--- src/rtl/fpu_cmd_seq_if.sv ---
// ---------------------------------------------------------------------------
// fpu_cmd_seq_if
// Host-side command/response bundle for the fpu command sequencer.
//   cmd_*      : command stream (valid/ready), op, operand/dest addresses,
//                immediate data and rounding mode
//   resp_*     : response stream (valid/ready), error and per-op flags
//   acc_flags  : sticky {inv,div_zero,ov,un,inexact}
//   flags_clr  : clears acc_flags
// master = host / bus adapter, slave = sequencer.
// ---------------------------------------------------------------------------
interface fpu_cmd_seq_if;
  logic        cmd_valid;
  logic        cmd_ready;
  logic [2:0]  cmd_op;
  logic [4:0]  cmd_a;
  logic [4:0]  cmd_b;
  logic [4:0]  cmd_d;
  logic [31:0] cmd_data;
  logic [2:0]  cmd_rm;
  logic        resp_valid;
  logic        resp_ready;
  logic        resp_err;
  logic [7:0]  resp_flags;
  logic [4:0]  acc_flags;
  logic        flags_clr;

  modport master (
    output cmd_valid, cmd_op, cmd_a, cmd_b, cmd_d, cmd_data, cmd_rm,
    output resp_ready, flags_clr,
    input  cmd_ready, resp_valid, resp_err, resp_flags, acc_flags
  );

  modport slave (
    input  cmd_valid, cmd_op, cmd_a, cmd_b, cmd_d, cmd_data, cmd_rm,
    input  resp_ready, flags_clr,
    output cmd_ready, resp_valid, resp_err, resp_flags, acc_flags
  );
endinterface

--- src/rtl/fpu_cmd_seq.sv ---
// ---------------------------------------------------------------------------
// fpu_cmd_seq
// Turns a valid/ready command stream into the fpu port sequence
// (register-file write, operand load, sync, execute) and returns a response
// with per-op flags plus sticky exception flags.
// Ports:
//   clk, rst        : clock, synchronous active-high reset
//   host            : command/response bundle (fpu_cmd_seq_if.slave)
//   fpu_inp         : write data to the fpu register file
//   fpu_addr1..3    : fpu address ports
//   fpu_opcode      : fpu opcode_in
//   fpu_enable/ld/act, fpu_round : fpu control
//   fpu_done, fpu_<flag> : completion and flag inputs from the fpu
// All outputs are registered; the value seen during a state's cycles is set
// on the edge that enters that state.
// ---------------------------------------------------------------------------
module fpu_cmd_seq #(
  parameter logic [4:0]  SCRATCH_ADDR = 5'd31,
  parameter int unsigned TIMEOUT      = 15
) (
  input  logic        clk,
  input  logic        rst,
  fpu_cmd_seq_if.slave host,
  output logic [31:0] fpu_inp,
  output logic [4:0]  fpu_addr1,
  output logic [4:0]  fpu_addr2,
  output logic [4:0]  fpu_addr3,
  output logic [2:0]  fpu_opcode,
  output logic        fpu_enable,
  output logic        fpu_ld,
  output logic        fpu_act,
  output logic [2:0]  fpu_round,
  input  logic        fpu_done,
  input  logic        fpu_ov,
  input  logic        fpu_un,
  input  logic        fpu_inv,
  input  logic        fpu_inexact,
  input  logic        fpu_div_zero,
  input  logic        fpu_eq,
  input  logic        fpu_less,
  input  logic        fpu_great
);

  typedef enum logic [2:0] {
    IDLE  = 3'd0,
    WRITE = 3'd1,
    LOAD  = 3'd2,
    SYNC  = 3'd3,
    EXEC  = 3'd4,
    RESP  = 3'd5
  } state_t;

  localparam int CW = $clog2(TIMEOUT + 32'd1);
  localparam logic [CW-1:0] CNT_ONE  = {{(CW-1){1'b0}}, 1'b1};
  localparam logic [CW-1:0] CNT_LAST = CW'(TIMEOUT - 32'd1);

  state_t        state_r;
  logic [CW-1:0] cnt_r;
  logic [4:0]    a_r;
  logic [4:0]    d_r;
  logic          cmd_ready_r;
  logic          resp_valid_r;
  logic          resp_err_r;
  logic [7:0]    resp_flags_r;
  logic [4:0]    acc_flags_r;
  logic [31:0]   fpu_inp_r;
  logic [4:0]    fpu_addr1_r;
  logic [4:0]    fpu_addr2_r;
  logic [4:0]    fpu_addr3_r;
  logic [2:0]    fpu_opcode_r;
  logic          fpu_enable_r;
  logic          fpu_ld_r;
  logic          fpu_act_r;
  logic [2:0]    fpu_round_r;

  logic          accept_s;
  logic          compute_ok_s;
  logic [4:0]    exc_s;
  logic [7:0]    op_flags_s;

  assign accept_s     = host.cmd_valid & cmd_ready_r;
  assign compute_ok_s = (host.cmd_op <= 3'd4) && (host.cmd_d != SCRATCH_ADDR);
  assign exc_s        = {fpu_inv, fpu_div_zero, fpu_ov, fpu_un, fpu_inexact};
  assign op_flags_s   = {fpu_great, fpu_less, fpu_eq, exc_s};

  // Sequencer FSM: state, fpu port drive, response and sticky-flag registers
  always_ff @(posedge clk) begin
    if (rst) begin
      state_r      <= IDLE;
      cnt_r        <= '0;
      a_r          <= 5'd0;
      d_r          <= 5'd0;
      cmd_ready_r  <= 1'b0;
      resp_valid_r <= 1'b0;
      resp_err_r   <= 1'b0;
      resp_flags_r <= 8'd0;
      acc_flags_r  <= 5'd0;
      fpu_inp_r    <= 32'd0;
      fpu_addr1_r  <= 5'd0;
      fpu_addr2_r  <= 5'd0;
      fpu_addr3_r  <= 5'd0;
      fpu_opcode_r <= 3'd0;
      fpu_enable_r <= 1'b1;
      fpu_ld_r     <= 1'b1;
      fpu_act_r    <= 1'b0;
      fpu_round_r  <= 3'd0;
    end else begin
      // Clear may be overridden below by an EXEC-done capture (set wins).
      if (host.flags_clr) begin
        acc_flags_r <= 5'd0;
      end
      case (state_r)
        IDLE: begin
          cmd_ready_r <= 1'b1;
          if (accept_s) begin
            cmd_ready_r <= 1'b0;
            a_r         <= host.cmd_a;
            d_r         <= host.cmd_d;
            if (host.cmd_op == 3'd5) begin
              // enable=0/ld=0 is the fpu register-file write mode
              state_r      <= WRITE;
              fpu_enable_r <= 1'b0;
              fpu_ld_r     <= 1'b0;
              fpu_addr1_r  <= host.cmd_d;
              fpu_inp_r    <= host.cmd_data;
            end else if (compute_ok_s) begin
              state_r      <= LOAD;
              cnt_r        <= '0;
              fpu_enable_r <= 1'b1;
              fpu_ld_r     <= 1'b1;
              fpu_addr1_r  <= host.cmd_a;
              fpu_addr2_r  <= host.cmd_b;
              fpu_opcode_r <= host.cmd_op;
              fpu_round_r  <= host.cmd_rm;
              fpu_act_r    <= 1'b1;
            end else begin
              state_r      <= RESP;
              resp_valid_r <= 1'b1;
              resp_err_r   <= 1'b1;
              resp_flags_r <= 8'd0;
            end
          end
        end
        WRITE: begin
          state_r      <= RESP;
          fpu_enable_r <= 1'b1;
          fpu_ld_r     <= 1'b1;
          fpu_inp_r    <= 32'd0;
          resp_valid_r <= 1'b1;
          resp_err_r   <= 1'b0;
          resp_flags_r <= 8'd0;
        end
        LOAD: begin
          // Two cycles to cover the register-file read latency
          if (cnt_r == CNT_ONE) begin
            state_r      <= SYNC;
            fpu_enable_r <= 1'b0;
            fpu_ld_r     <= 1'b0;
            fpu_addr1_r  <= SCRATCH_ADDR;
            fpu_inp_r    <= 32'd0;
          end else begin
            cnt_r <= cnt_r + CNT_ONE;
          end
        end
        SYNC: begin
          // Dummy scratch write clears the fpu done counter
          state_r      <= EXEC;
          cnt_r        <= '0;
          fpu_enable_r <= 1'b1;
          fpu_ld_r     <= 1'b0;
          fpu_addr1_r  <= a_r;
          fpu_addr3_r  <= d_r;
        end
        EXEC: begin
          if (fpu_done) begin
            state_r      <= RESP;
            resp_valid_r <= 1'b1;
            resp_err_r   <= 1'b0;
            resp_flags_r <= op_flags_s;
            acc_flags_r  <= (host.flags_clr ? 5'd0 : acc_flags_r) | exc_s;
            fpu_enable_r <= 1'b1;
            fpu_ld_r     <= 1'b1;
            fpu_act_r    <= 1'b0;
          end else if (cnt_r == CNT_LAST) begin
            state_r      <= RESP;
            resp_valid_r <= 1'b1;
            resp_err_r   <= 1'b1;
            resp_flags_r <= 8'd0;
            fpu_enable_r <= 1'b1;
            fpu_ld_r     <= 1'b1;
            fpu_act_r    <= 1'b0;
          end else begin
            cnt_r <= cnt_r + CNT_ONE;
          end
        end
        RESP: begin
          if (host.resp_ready) begin
            state_r      <= IDLE;
            resp_valid_r <= 1'b0;
            cmd_ready_r  <= 1'b1;
          end
        end
        default: begin
          state_r      <= IDLE;
          cmd_ready_r  <= 1'b0;
          resp_valid_r <= 1'b0;
          fpu_enable_r <= 1'b1;
          fpu_ld_r     <= 1'b1;
          fpu_act_r    <= 1'b0;
        end
      endcase
    end
  end

  assign host.cmd_ready  = cmd_ready_r;
  assign host.resp_valid = resp_valid_r;
  assign host.resp_err   = resp_err_r;
  assign host.resp_flags = resp_flags_r;
  assign host.acc_flags  = acc_flags_r;
  assign fpu_inp         = fpu_inp_r;
  assign fpu_addr1       = fpu_addr1_r;
  assign fpu_addr2       = fpu_addr2_r;
  assign fpu_addr3       = fpu_addr3_r;
  assign fpu_opcode      = fpu_opcode_r;
  assign fpu_enable      = fpu_enable_r;
  assign fpu_ld          = fpu_ld_r;
  assign fpu_act         = fpu_act_r;
  assign fpu_round       = fpu_round_r;

endmodule

--- src/flat_wrapper.sv ---
// flat-port wrapper written by rule: the top's interface ports become plain ports
module fpu_cmd_seq_flat 
#(
  parameter logic [4:0]  SCRATCH_ADDR = 5'd31,
  parameter int unsigned TIMEOUT      = 15
)
  (clk, rst, fpu_inp, fpu_addr1, fpu_addr2, fpu_addr3, fpu_opcode, fpu_enable, fpu_ld, fpu_act, fpu_round, fpu_done, fpu_ov, fpu_un, fpu_inv, fpu_inexact, fpu_div_zero, fpu_eq, fpu_less, fpu_great, host_cmd_valid, host_cmd_op, host_cmd_a, host_cmd_b, host_cmd_d, host_cmd_data, host_cmd_rm, host_resp_ready, host_flags_clr, host_cmd_ready, host_resp_valid, host_resp_err, host_resp_flags, host_acc_flags);
  fpu_cmd_seq_if host_i ();
  input  logic clk;
  input  logic rst;
  output logic [31:0] fpu_inp;
  output logic [4:0] fpu_addr1;
  output logic [4:0] fpu_addr2;
  output logic [4:0] fpu_addr3;
  output logic [2:0] fpu_opcode;
  output logic fpu_enable;
  output logic fpu_ld;
  output logic fpu_act;
  output logic [2:0] fpu_round;
  input  logic fpu_done;
  input  logic fpu_ov;
  input  logic fpu_un;
  input  logic fpu_inv;
  input  logic fpu_inexact;
  input  logic fpu_div_zero;
  input  logic fpu_eq;
  input  logic fpu_less;
  input  logic fpu_great;
  input wire logic [$bits(host_i.cmd_valid)-1:0] host_cmd_valid;
  input wire logic [$bits(host_i.cmd_op)-1:0] host_cmd_op;
  input wire logic [$bits(host_i.cmd_a)-1:0] host_cmd_a;
  input wire logic [$bits(host_i.cmd_b)-1:0] host_cmd_b;
  input wire logic [$bits(host_i.cmd_d)-1:0] host_cmd_d;
  input wire logic [$bits(host_i.cmd_data)-1:0] host_cmd_data;
  input wire logic [$bits(host_i.cmd_rm)-1:0] host_cmd_rm;
  input wire logic [$bits(host_i.resp_ready)-1:0] host_resp_ready;
  input wire logic [$bits(host_i.flags_clr)-1:0] host_flags_clr;
  output wire logic [$bits(host_i.cmd_ready)-1:0] host_cmd_ready;
  output wire logic [$bits(host_i.resp_valid)-1:0] host_resp_valid;
  output wire logic [$bits(host_i.resp_err)-1:0] host_resp_err;
  output wire logic [$bits(host_i.resp_flags)-1:0] host_resp_flags;
  output wire logic [$bits(host_i.acc_flags)-1:0] host_acc_flags;
  assign host_i.cmd_valid = host_cmd_valid;
  assign host_i.cmd_op = host_cmd_op;
  assign host_i.cmd_a = host_cmd_a;
  assign host_i.cmd_b = host_cmd_b;
  assign host_i.cmd_d = host_cmd_d;
  assign host_i.cmd_data = host_cmd_data;
  assign host_i.cmd_rm = host_cmd_rm;
  assign host_i.resp_ready = host_resp_ready;
  assign host_i.flags_clr = host_flags_clr;
  assign host_cmd_ready = host_i.cmd_ready;
  assign host_resp_valid = host_i.resp_valid;
  assign host_resp_err = host_i.resp_err;
  assign host_resp_flags = host_i.resp_flags;
  assign host_acc_flags = host_i.acc_flags;
  fpu_cmd_seq #(.SCRATCH_ADDR(SCRATCH_ADDR), .TIMEOUT(TIMEOUT)) u_core (.clk(clk), .rst(rst), .host(host_i), .fpu_inp(fpu_inp), .fpu_addr1(fpu_addr1), .fpu_addr2(fpu_addr2), .fpu_addr3(fpu_addr3), .fpu_opcode(fpu_opcode), .fpu_enable(fpu_enable), .fpu_ld(fpu_ld), .fpu_act(fpu_act), .fpu_round(fpu_round), .fpu_done(fpu_done), .fpu_ov(fpu_ov), .fpu_un(fpu_un), .fpu_inv(fpu_inv), .fpu_inexact(fpu_inexact), .fpu_div_zero(fpu_div_zero), .fpu_eq(fpu_eq), .fpu_less(fpu_less), .fpu_great(fpu_great));
endmodule
--- config.mk ---
export PLATFORM = sky130hd
export DESIGN_NAME = fpu_cmd_seq_flat
export DESIGN_NICKNAME = d
export VERILOG_FILES = /design/src/rtl/fpu_cmd_seq_if.sv /design/src/rtl/fpu_cmd_seq.sv /design/src/flat_wrapper.sv
export SDC_FILE = /design/constraint.sdc
export NUM_CORES = 1
export LEC_CHECK = 0
export BUFFER_PORTS_ARGS = -buffer_cell sky130_fd_sc_hd__clkbuf_2
export CAP_MARGIN = 20
export CORE_ASPECT_RATIO = 1.2
export CORE_MARGIN = 4
export CORE_UTILIZATION = 45
export CTS_BUF_LIST = sky130_fd_sc_hd__clkbuf_2 sky130_fd_sc_hd__clkbuf_4 sky130_fd_sc_hd__clkbuf_8
export DETAILED_ROUTE_END_ITERATION = 7
export PLACE_DENSITY = 0.73
export SLEW_MARGIN = 20
export SYNTH_ARGS = -nofsm -noshare
export SYNTH_HDL_FRONTEND = slang
export SYNTH_SLANG_ARGS = --single-unit
--- constraint.sdc ---
create_clock -name clk -period 1.95 [get_ports clk]
set_input_delay 0.39 -clock clk [delete_from_list [all_inputs] [get_ports clk]]
set_output_delay 0.39 -clock clk [all_outputs]
set_load 0.05 [all_outputs]
==> results.json, run 1 <==
{
  "outcome": "finished, final reports clean",
  "synth_top_area_frac": 0.460,
  "vias": 3728,
  "synth.yosys.seq_area_share": 0.460,
  "yosysMostFrequentCell": "dfxtp_1",
  "detail-route-antenna-nets": 0,
  "routed_via_density": 5.26,
  "postSynthAreaPerCell_sq_um": 8.63,
  "synth.net_count": 519,
  "synth_edf_count": 0,
  "synthCells": 449,
  "synth.ff_latch_count": 89,
  "whs_ns": 0.271,
  "fp-row-count": 36,
  "worstMarginPinSlew_ns": 0.731,
  "hp-class": "primary input to register",
  "power.leakage_nw": 2.23,
  "post-synth-top-area-cell": "dfxtp_1",
  "setup_violations": 0,
  "port_buffers": 138,
  "power.share.clock": 0.166,
  "cellPowerDensity_mw_per_mm2": 1710,
  "grt_antenna_before_repair": 0,
  "fin_crit_ns": 1.88,
  "gp_congestion": 0.870,
  "timing.max_slew.rel_slack": 0.511,
  "tritoncts.num_buffers": 9,
  "synth.top_cells.by_area": "dfxtp_1, nand2b_1, a21oi_1",
  "detail_route.drc_violations": 0,
  "first_global_vias": 3490,
  "power.ir.vdd_worst_mv": 0.736,
  "floorplan.initialDensity": 0.470,
  "layout-area-overhead-vs-synth_pct": 31.2,
  "final_max_slew_violation_count": 0,
  "synthFlopType": "dfxtp_1",
  "internal_power_w": 0.00476,
  "dieHeight_um": 110,
  "clk_root_buffer_cell": "clkbuf_8",
  "yosysUniqueCellTypes": 54,
  "layout.core_utilization": 0.617,
  "crit_end_element": "register",
  "ratio_of_cells_with_drive_above_1_in_the_final_layout": 0.333,
  "finish.net_count": 661,
  "power.share.sequential": 0.293,
  "antenna_cells_inserted": 0,
  "floorplan.die.width_um": 92.7,
  "dr.pass1.iters": 5,
  "die_area_sq_mm": 0.0102,
  "maxClockFrequency_mhz": 533,
  "timing_worst_setup_path_type": "register to register",
  "cp-start-kind": "register",
  "crit_fanout": 19,
  "synthesized_area_sq_mm": 0.00387,
  "cp.required_ns": 2.21,
  "clk_pin_slew_ns": 0.08,
  "netSwitchingPower_w": 0.00394,
  "p_sw_frac": 0.453,
  "pre_cts_ws_ns": 0.0639,
  "wl_per_cell_um": 14.7,
  "clk_latency_ns": 0.35,
  "route.final.wire_length_um": 10400,
  "ys_top_cells_by_count": "dfxtp_1, a21oi_1, nand2_1",
  "final.setup.worst_slack_ns": 0.0735,
  "finalHoldViolations": 0,
  "grt_util_all_layers": 0.196,
  "arrival_ns": 2.13,
  "ys_warn_count": 0,
  "cts_sinks": 89,
  "period_share": 0.962,
  "core_area_sq_mm": 0.00824,
  "synth-async-reset-ratio": 0,
  "io-pin-count": 139,
  "globalRouteOverflowTotal": 0,
  "grt_max_degree": 65,
  "p_comb_frac": 0.541,
  "hpwl_um": 7360,
  "drt_iter0_drc": 209,
  "clockBufferDepth": 2,
  "cap_violations": 0,
  "cts_tree": "yes",
  "ctsHtreeMaxLevel": 3,
  "wire_length_of_the_first_global_routing_pass_um": 16100,
  "clock-skew-final_ns": 0.00405
}
-- logic make-up (layout without fill, tap and decap cells) --
group,Yosys count,count (layout),synth area share
AND/OR/NAND/NOR,192,192,0.252
adder cells (fa/ha/maj),3,3,0.00969
XOR/XNOR,1,1,0.00226
buffers and inverters,40,186,0.0526
flip-flops,89,89,0.460
multiplexers,26,26,0.0682
AO/OA/AOI/OAI,98,98,0.155
-- routing by layer --
metal,GRT usage,up-vias,part of all wire
li1,-,1828,-
met1,0.230,1744,0.41
met2,0.345,142,0.50
met3,0.0513,14,0.080
met4,0.0712,0,0.011
met5,0,-,0
-- repair_timing --
action                                 4_1_cts  5_1_grt
setup endpoints to repair                    0       35
endpoints found under the hold margin        0        0
hold buffers                                 0        0
gates resized for setup                      0        7
buffers inserted                             0        1
-- worst paths after layout --
check	endpoint	depth (start not counted)	slack, ns	start
max	u_core.state_r[2]	5	0.07	u_core.state_r[2]
min	u_core.host.resp_flags[5]	3	0.27	fpu_eq
max reg2reg	u_core.state_r[2]	5	0.07	u_core.state_r[2]
min reg2reg	u_core.host.resp_valid	2	0.46	u_core.host.resp_valid
-- cells in the final DEF, fill, tap and decap left out, types with 3 or more instances in the layout --
cell,Yosys,final
clkbuf_2,2,138
dfxtp_1,89,87
a21oi_1,53,52
nand2_1,50,50
nand2b_1,43,43
nor2_1,39,39
nand3_1,34,34
mux2i_1,23,23
buf_4,1,18
clkbuf_8,0,12
inv_1,8,8
a31oi_1,8,8
o21ai_0,8,8
o22ai_1,7,7
and3_1,5,5
buf_12,0,5
mux2_2,3,3
o211ai_1,3,3
ha_1,3,3
-- worst max-delay path, stage by stage (launching register included) --
cell	delay, ns
dfxtp_1	0.44
buf_12	0.19
nand2b_1	0.11
nor3b_1	0.62
nor3b_4	0.13
a311oi_1	0.29
-- flip-flops by register name, summed over array words and instances, names as in the netlist, 3 cells and up --
register	count
u_core.fpu_round	3
u_core.fpu_opcode	3
u_core.d_r	5
u_core.a_r	5
u_core.state_r	3
u_core.host.acc_flags	5
u_core.fpu_addr2	5
u_core.fpu_addr1	5
u_core.fpu_addr3	5
u_core.host.resp_flags	8
u_core.fpu_inp	32
u_core.cnt_r	4
-- final cells by class --
| cell class | instances | area, sq um |
|---|---|---|
| fillers | 749 | 3160 |
| repair buffers | 163 | 976 |
| clock inverters | 2 | 60.1 |
| well taps | 114 | 143 |
| inverters | 8 | 30.0 |
| multi-input cells | 320 | 1920 |
| clock buffers | 13 | 173 |
| flip-flops and latches | 89 | 1780 |
-- power groups by stage --
stage / logic, W / registers, W / clock network, W
after global placement: 0.00431 / 0.00256 / 0
after CTS: 0.00439 / 0.00254 / 0.00147
final: 0.00471 / 0.00255 / 0.00144
after detailed placement: 0.00438 / 0.00258 / 0
after global routing: 0.00504 / 0.00261 / 0.00156
after floorplan: 0.00206 / 0.00388 / 0
-- metrics by stage --
stage | cell area, sq um | cells | power (W) | setup TNS [ns]
after detailed placement | 4750 | 691 | 0.00696 | 0
after global placement | 4750 | 691 | 0.00687 | 0
final | 5080 | 709 | 0.00870 | 0
after CTS | 4980 | 706 | 0.00841 | 0
after global routing | 5080 | 709 | 0.00920 | -0.0357
after floorplan | 3870 | 449 | 0.00593 | 0
(Power assumes the default switching activity.)
==> run 2, diff against run 1 <==
==> constraint.sdc (replaced) <==
create_clock -name clk -period 2.3 [get_ports clk]
set_input_delay 0.23 -clock clk [delete_from_list [all_inputs] [get_ports clk]]
set_output_delay 0.23 -clock clk [all_outputs]
set_load 0.05 [all_outputs]
==> run 2 against run 1 <==
  * Core utilization is 3.1 points lower
  * Cell area decreased by 4.9%
  * Routed wire length shrank 6.3%
  * Combinational power is 26% lower
  * Global-route usage shrank 0.38 points
  * Register-to-register slack gained 0.26 ns
  * Worst hold slack got worse by 0.16 ns
  * Highest routed layer unchanged
==> results.json, run 2 (same netlist as run 1, synthesis figures left out) <==
{
  "outcome": "finished, final reports clean",
  "hp_start": "fpu_great",
  "fp-row-count": 36,
  "grt_antenna_before_repair": 0,
  "layout-area-overhead-vs-synth_pct": 24.7,
  "layout.core_utilization": 0.586,
  "finalSetupTns_ns": 0,
  "clk_root_buffer_cell": "clkbuf_8",
  "wl_per_cell_um": 14.1,
  "grt_max_degree": 65,
  "cp.required_ns": 2.54,
  "final_max_slew_violation_count": 0,
  "finish.net_count": 646,
  "drt_iter0_drc": 131,
  "timing_worst_setup_path_type": "register to register",
  "crit_end_element": "register",
  "largest_register_ffs": 32,
  "netSwitchingPower_w": 0.00320,
  "p_sw_frac": 0.472,
  "setup_violations": 0,
  "power.leakage_nw": 2.11,
  "globalRouteOverflowTotal": 0,
  "ctsHtreeMaxLevel": 3,
  "cts_sinks": 89,
  "finalHoldViolations": 0,
  "ratio_of_cells_with_drive_above_1_in_the_final_layout": 0.306,
  "port_buffers": 138,
  "dr.pass1.iters": 4,
  "cts_tree": "yes",
  "period_share": 0.856,
  "n_fill_cell": 771,
  "crit_fanout": 16,
  "dieHeight_um": 110,
  "layout_common_cells": "clkbuf_2, dfxtp_1, a21oi_1, nand2_1, nand2b_1",
  "internal_power_w": 0.00358,
  "floorplan.die.width_um": 92.7,
  "route.final.wire_length_um": 9790,
  "detail-route-antenna-nets": 0,
  "timing.max_slew.rel_slack": 0.637,
  "fin_crit_ns": 1.97,
  "grt_util_all_layers": 0.192,
  "post_cts_resize_count": 0,
  "core_area_sq_mm": 0.00824,
  "detail_route.drc_violations": 0,
  "cap_violations": 0,
  "wire_length_of_the_first_global_routing_pass_um": 15700,
  "cts_setup_buffers": 0,
  "worstMarginPinSlew_ns": 0.544,
  "crit_path_start": "u_core.state_r[0]",
  "grt_setup_unrepaired": "false",
  "die_area_sq_mm": 0.0102,
  "most_common_cell_after_layout_fill_and_taps_aside": "clkbuf_2",
  "p_comb_frac": 0.512,
  "clk_latency_ns": 0.35,
  "cts_hold_repair.buffers": 0,
  "power.share.clock": 0.164,
  "arrival_ns": 2.21,
  "timing.rr.start": "u_core.state_r[0]",
  "gp_congestion": 0.919,
  "floorplan.initialDensity": 0.470,
  "first_global_vias": 3423,
  "hpwl_um": 7350,
  "power.ir.vdd_worst_mv": 0.547,
  "antenna_cells_inserted": 0,
  "hp-class": "primary input to register",
  "cellPowerDensity_mw_per_mm2": 1400,
  "vias": 3558,
  "io-pin-count": 139,
  "clk_pin_slew_ns": 0.08,
  "tritoncts.num_buffers": 9,
  "clockBufferDepth": 2,
  "routed_via_density": 5.12,
  "clock-skew-final_ns": 0.00614,
  "cp-start-kind": "register",
  "maxClockFrequency_mhz": 508,
  "finalPower_w": 0.00678,
  "power.share.sequential": 0.324
}
-- run 2: area by class of cell --
cell class,count,area [sq um],area share
multi-input cells,320,1890,0.391
clock inverters,4,51.3,0.0106
inverters,8,30.0,0.00622
flip-flops and latches,89,1780,0.369
repair buffers,148,778,0.161
clock buffers,12,159,0.0329
well taps,114,143,0.0295
-- run 2: worst max-delay path, stage by stage, from the launching register on --
cell and delay (ns):
dfxtp_1 0.48, or3_4 0.47, a211oi_1 0.21, o21bai_1 0.25, nor2_2 0.15, o221a_2 0.28
-- run 2: per-stage QoR --
step	hold slack (ns)	worst slack, ns	std cells	instance area, sq um
after floorplan	0.366	0.495	449	3870
after CTS	0.0892	0.354	695	4830
after global routing	0.0953	0.158	695	4830
final	0.106	0.331	695	4830
after detailed placement	0.448	0.363	679	4620
after global placement	0.443	0.433	679	4620
-- run 2: power groups by stage --
| stage | logic, W | registers, W | clock network, W |
|---|---|---|---|
| 4_1_cts | 0.00349 | 0.00220 | 0.00114 |
| 6_report | 0.00347 | 0.00220 | 0.00111 |
| 2_1_floorplan | 0.00174 | 0.00329 | 0 |
| 3_3_place_gp | 0.00343 | 0.00221 | 0 |
| 5_1_grt | 0.00374 | 0.00225 | 0.00121 |
| 3_5_place_dp | 0.00348 | 0.00223 | 0 |
-- run 2: per-layer routing --
| metal | vias up | share of wire | track usage |
|---|---|---|---|
| li1 | 1800 | - | - |
| met1 | 1622 | 0.42 | 0.236 |
| met2 | 121 | 0.48 | 0.319 |
| met3 | 15 | 0.073 | 0.0520 |
| met4 | 0 | 0.021 | 0.0796 |
| met5 | - | 0 | 0 |
-- run 2: worst paths after layout --
kind              depth (start not counted)  slack, ns                        end
setup reg to reg                          5       0.33       u_core.host.resp_err
setup / recovery                          5       0.33       u_core.host.resp_err
hold / removal                            3       0.11  u_core.host.resp_flags[7]
hold reg to reg                           2       0.46              u_core.d_r[4]
==> run 3, diff against run 2 <==
--- a/config.mk
+++ b/config.mk
@@ -7,3 +7,2 @@
 export LEC_CHECK = 0
-export BUFFER_PORTS_ARGS = -buffer_cell sky130_fd_sc_hd__clkbuf_2
 export CAP_MARGIN = 20
@@ -14,3 +13,3 @@
 export DETAILED_ROUTE_END_ITERATION = 7
-export PLACE_DENSITY = 0.73
+export DONT_BUFFER_PORTS = 1
 export SLEW_MARGIN = 20
==> constraint.sdc (replaced) <==
create_clock -name clk -period 2.3 [get_ports clk]
set_input_delay 0.115 -clock clk [delete_from_list [all_inputs] [get_ports clk]]
set_output_delay 0.115 -clock clk [all_outputs]
set_load 0.05 [all_outputs]
==> run 3 against run 2 <==
  * Combinational power decreased by 38%
  * Fmax fell by 7.4%
  * Core utilization decreased by 0.11 points
  * Clock-buffer cell count is the same
  * Sequential power grew 51%
  * Critical path depth grew 3
  * Power down 4.5%
  * Critical path type unchanged
  * Critical endpoint is now u_core.host.acc_flags[1]
  * Largest cell class unchanged
  * Highest routed layer unchanged
==> results.json, run 3 (same netlist as run 1, synthesis figures left out) <==
{
  "power.leakage_nw": 1.81,
  "timing.max_slew.rel_slack": 0.615,
  "cp.required_ns": 2.58,
  "power.ir.vdd_worst_mv": 0.530,
  "dp.cells": 542,
  "cp-start-kind": "register",
  "detail_route.drc_violations": 0,
  "timing_worst_setup_path_type": "register to register",
  "crit_fanout": 11,
  "worstMarginPinSlew_ns": 0.575,
  "cts_setup_buffers": 0,
  "clk_pin_slew_ns": 0.09,
  "grt_setup_unrepaired": "false",
  "critical_path.n_buffers_inverters": 4,
  "crit_path_start": "u_core.state_r[0]",
  "crit_end_element": "register",
  "layout_common_cells": "dfxtp_1, dlygate4sd3_1, a21oi_1, nand2_1, nand2b_1",
  "wl_per_cell_um": 15.9,
  "clock-skew-final_ns": 0.0136,
  "worst_path_most_repeated_cell": "buf_4",
  "largest_register_ffs": 32,
  "finalHoldViolations": 0,
  "critical-path-max-stage-delay_ns": 0.58,
  "hp-class": "primary input to register",
  "clockBufferDepth": 2,
  "layout-area-overhead-vs-synth_pct": 24.5,
  "slowest_stage": "dlygate4sd3_1",
  "detail-route-antenna-nets": 0,
  "ctsHtreeMaxLevel": 3,
  "wire_length_of_the_first_global_routing_pass_um": 16100,
  "final_max_slew_violation_count": 0,
  "grt_util_all_layers": 0.197,
  "timing.rr.start": "u_core.state_r[0]",
  "ratio_of_cells_with_drive_above_1_in_the_final_layout": 0.0841,
  "fp-row-count": 36,
  "globalRouteOverflowTotal": 0,
  "dr.pass1.iters": 4,
  "die_area_sq_mm": 0.0102,
  "finish.net_count": 576,
  "routed_via_density": 5.32,
  "cp_top_family": "buffers and inverters",
  "tritoncts.num_buffers": 9,
  "maxClockFrequency_mhz": 470,
  "vias": 3327,
  "drt_iter0_drc": 267,
  "port_buffers": 0,
  "floorplan.die.width_um": 92.7,
  "hp_start": "rst",
  "most_common_cell_after_layout_fill_and_taps_aside": "dfxtp_1",
  "floorplan.initialDensity": 0.470,
  "outcome": "finished, final reports clean",
  "io-pin-count": 139,
  "cap_violations": 0,
  "route.final.wire_length_um": 9930,
  "cts_sinks": 89,
  "finalSetupTns_ns": 0,
  "grt_max_degree": 87,
  "antenna_cells_inserted": 0,
  "whs_ns": 0.0401,
  "fin_crit_ns": 2.13,
  "layoutNonFillerInstCount": 625,
  "core_area_sq_mm": 0.00824,
  "gp_congestion": 0.854,
  "worstPathCellList": "buf_4 > nor2_2 > inv_1 > nor2_1 > buf_4 > nand2_1 > a21oi_1 > dlygate4sd3_1",
  "hpwl_um": 6580,
  "clk_root_buffer_cell": "clkbuf_8",
  "grt_antenna_before_repair": 0,
  "clk_latency_ns": 0.35,
  "period_share": 0.925,
  "setup_violations": 0,
  "first_global_vias": 3166,
  "arrival_ns": 2.41,
  "cellPowerDensity_mw_per_mm2": 1340,
  "dieHeight_um": 110,
  "cts_tree": "yes",
  "n_fill_cell": 725
}
run 3: worst reg2reg max path: stages (launching register included):
cell           delay [ns]
dfxtp_1              0.42
buf_4                0.22
nor2_2               0.25
inv_1                0.10
nor2_1               0.12
buf_4                0.17
nand2_1              0.08
a21oi_1              0.13
dlygate4sd3_1        0.58
run 3: per-stage QoR:
step,setup WS [ns],power [W],cell area [sq um],util
3_3_place_gp,0.367,0.00536,3950,0.479
4_1_cts,0.101,0.00650,4820,0.585
5_1_grt,0.0606,0.00689,4820,0.585
3_5_place_dp,0.326,0.00539,3950,0.479
6_report,0.173,0.00647,4820,0.585
2_1_floorplan,0.495,0.00503,3870,-
run 3: layout make-up:
class,instances,area (sq um),share of cell area
Multi-Input combinational cell,320,1890,0.392
Sequential cell,89,1780,0.369
Timing Repair Buffer,78,796,0.165
Clock buffer,12,153,0.0317
Tap cell,114,143,0.0296
Inverter,8,30.0,0.00623
Clock inverter,4,28.8,0.00597
run 3: routing by layer:
| layer | vias up | track usage | share of wire |
|---|---|---|---|
| met5 | - | 0 | 0 |
| met4 | 0 | 0.0670 | 0.018 |
| met3 | 16 | 0.0595 | 0.089 |
| met2 | 132 | 0.332 | 0.47 |
| met1 | 1521 | 0.242 | 0.42 |
| li1 | 1658 | - | - |
run 3: timing repair:
item | 4_1_cts | 5_1_grt
endpoints found under the setup margin | 0 | 5
endpoints found under the hold margin | 85 | 0
resized for setup | 0 | 1
hold buffers | 67 | 0
run 3: path summary, 6_finish.rpt:
path / endpoint / slack (ns) / cells after the start
worst max-delay path: u_core.host.acc_flags[1] / 0.17 / 8
worst min register to register: u_core.d_r[3] / 0.46 / 2
worst max register to register: u_core.host.acc_flags[1] / 0.17 / 8
worst min-delay path: u_core.state_r[0] / 0.04 / 2
run 3: report_power, final:
part	switching [W]	internal (W)	total, W
Sequential	0.00140	0.00192	0.00333
Clock	0.000538	0.000447	0.000985
Combinational	0.00121	0.000950	0.00216
Total	0.00315	0.00332	0.00647
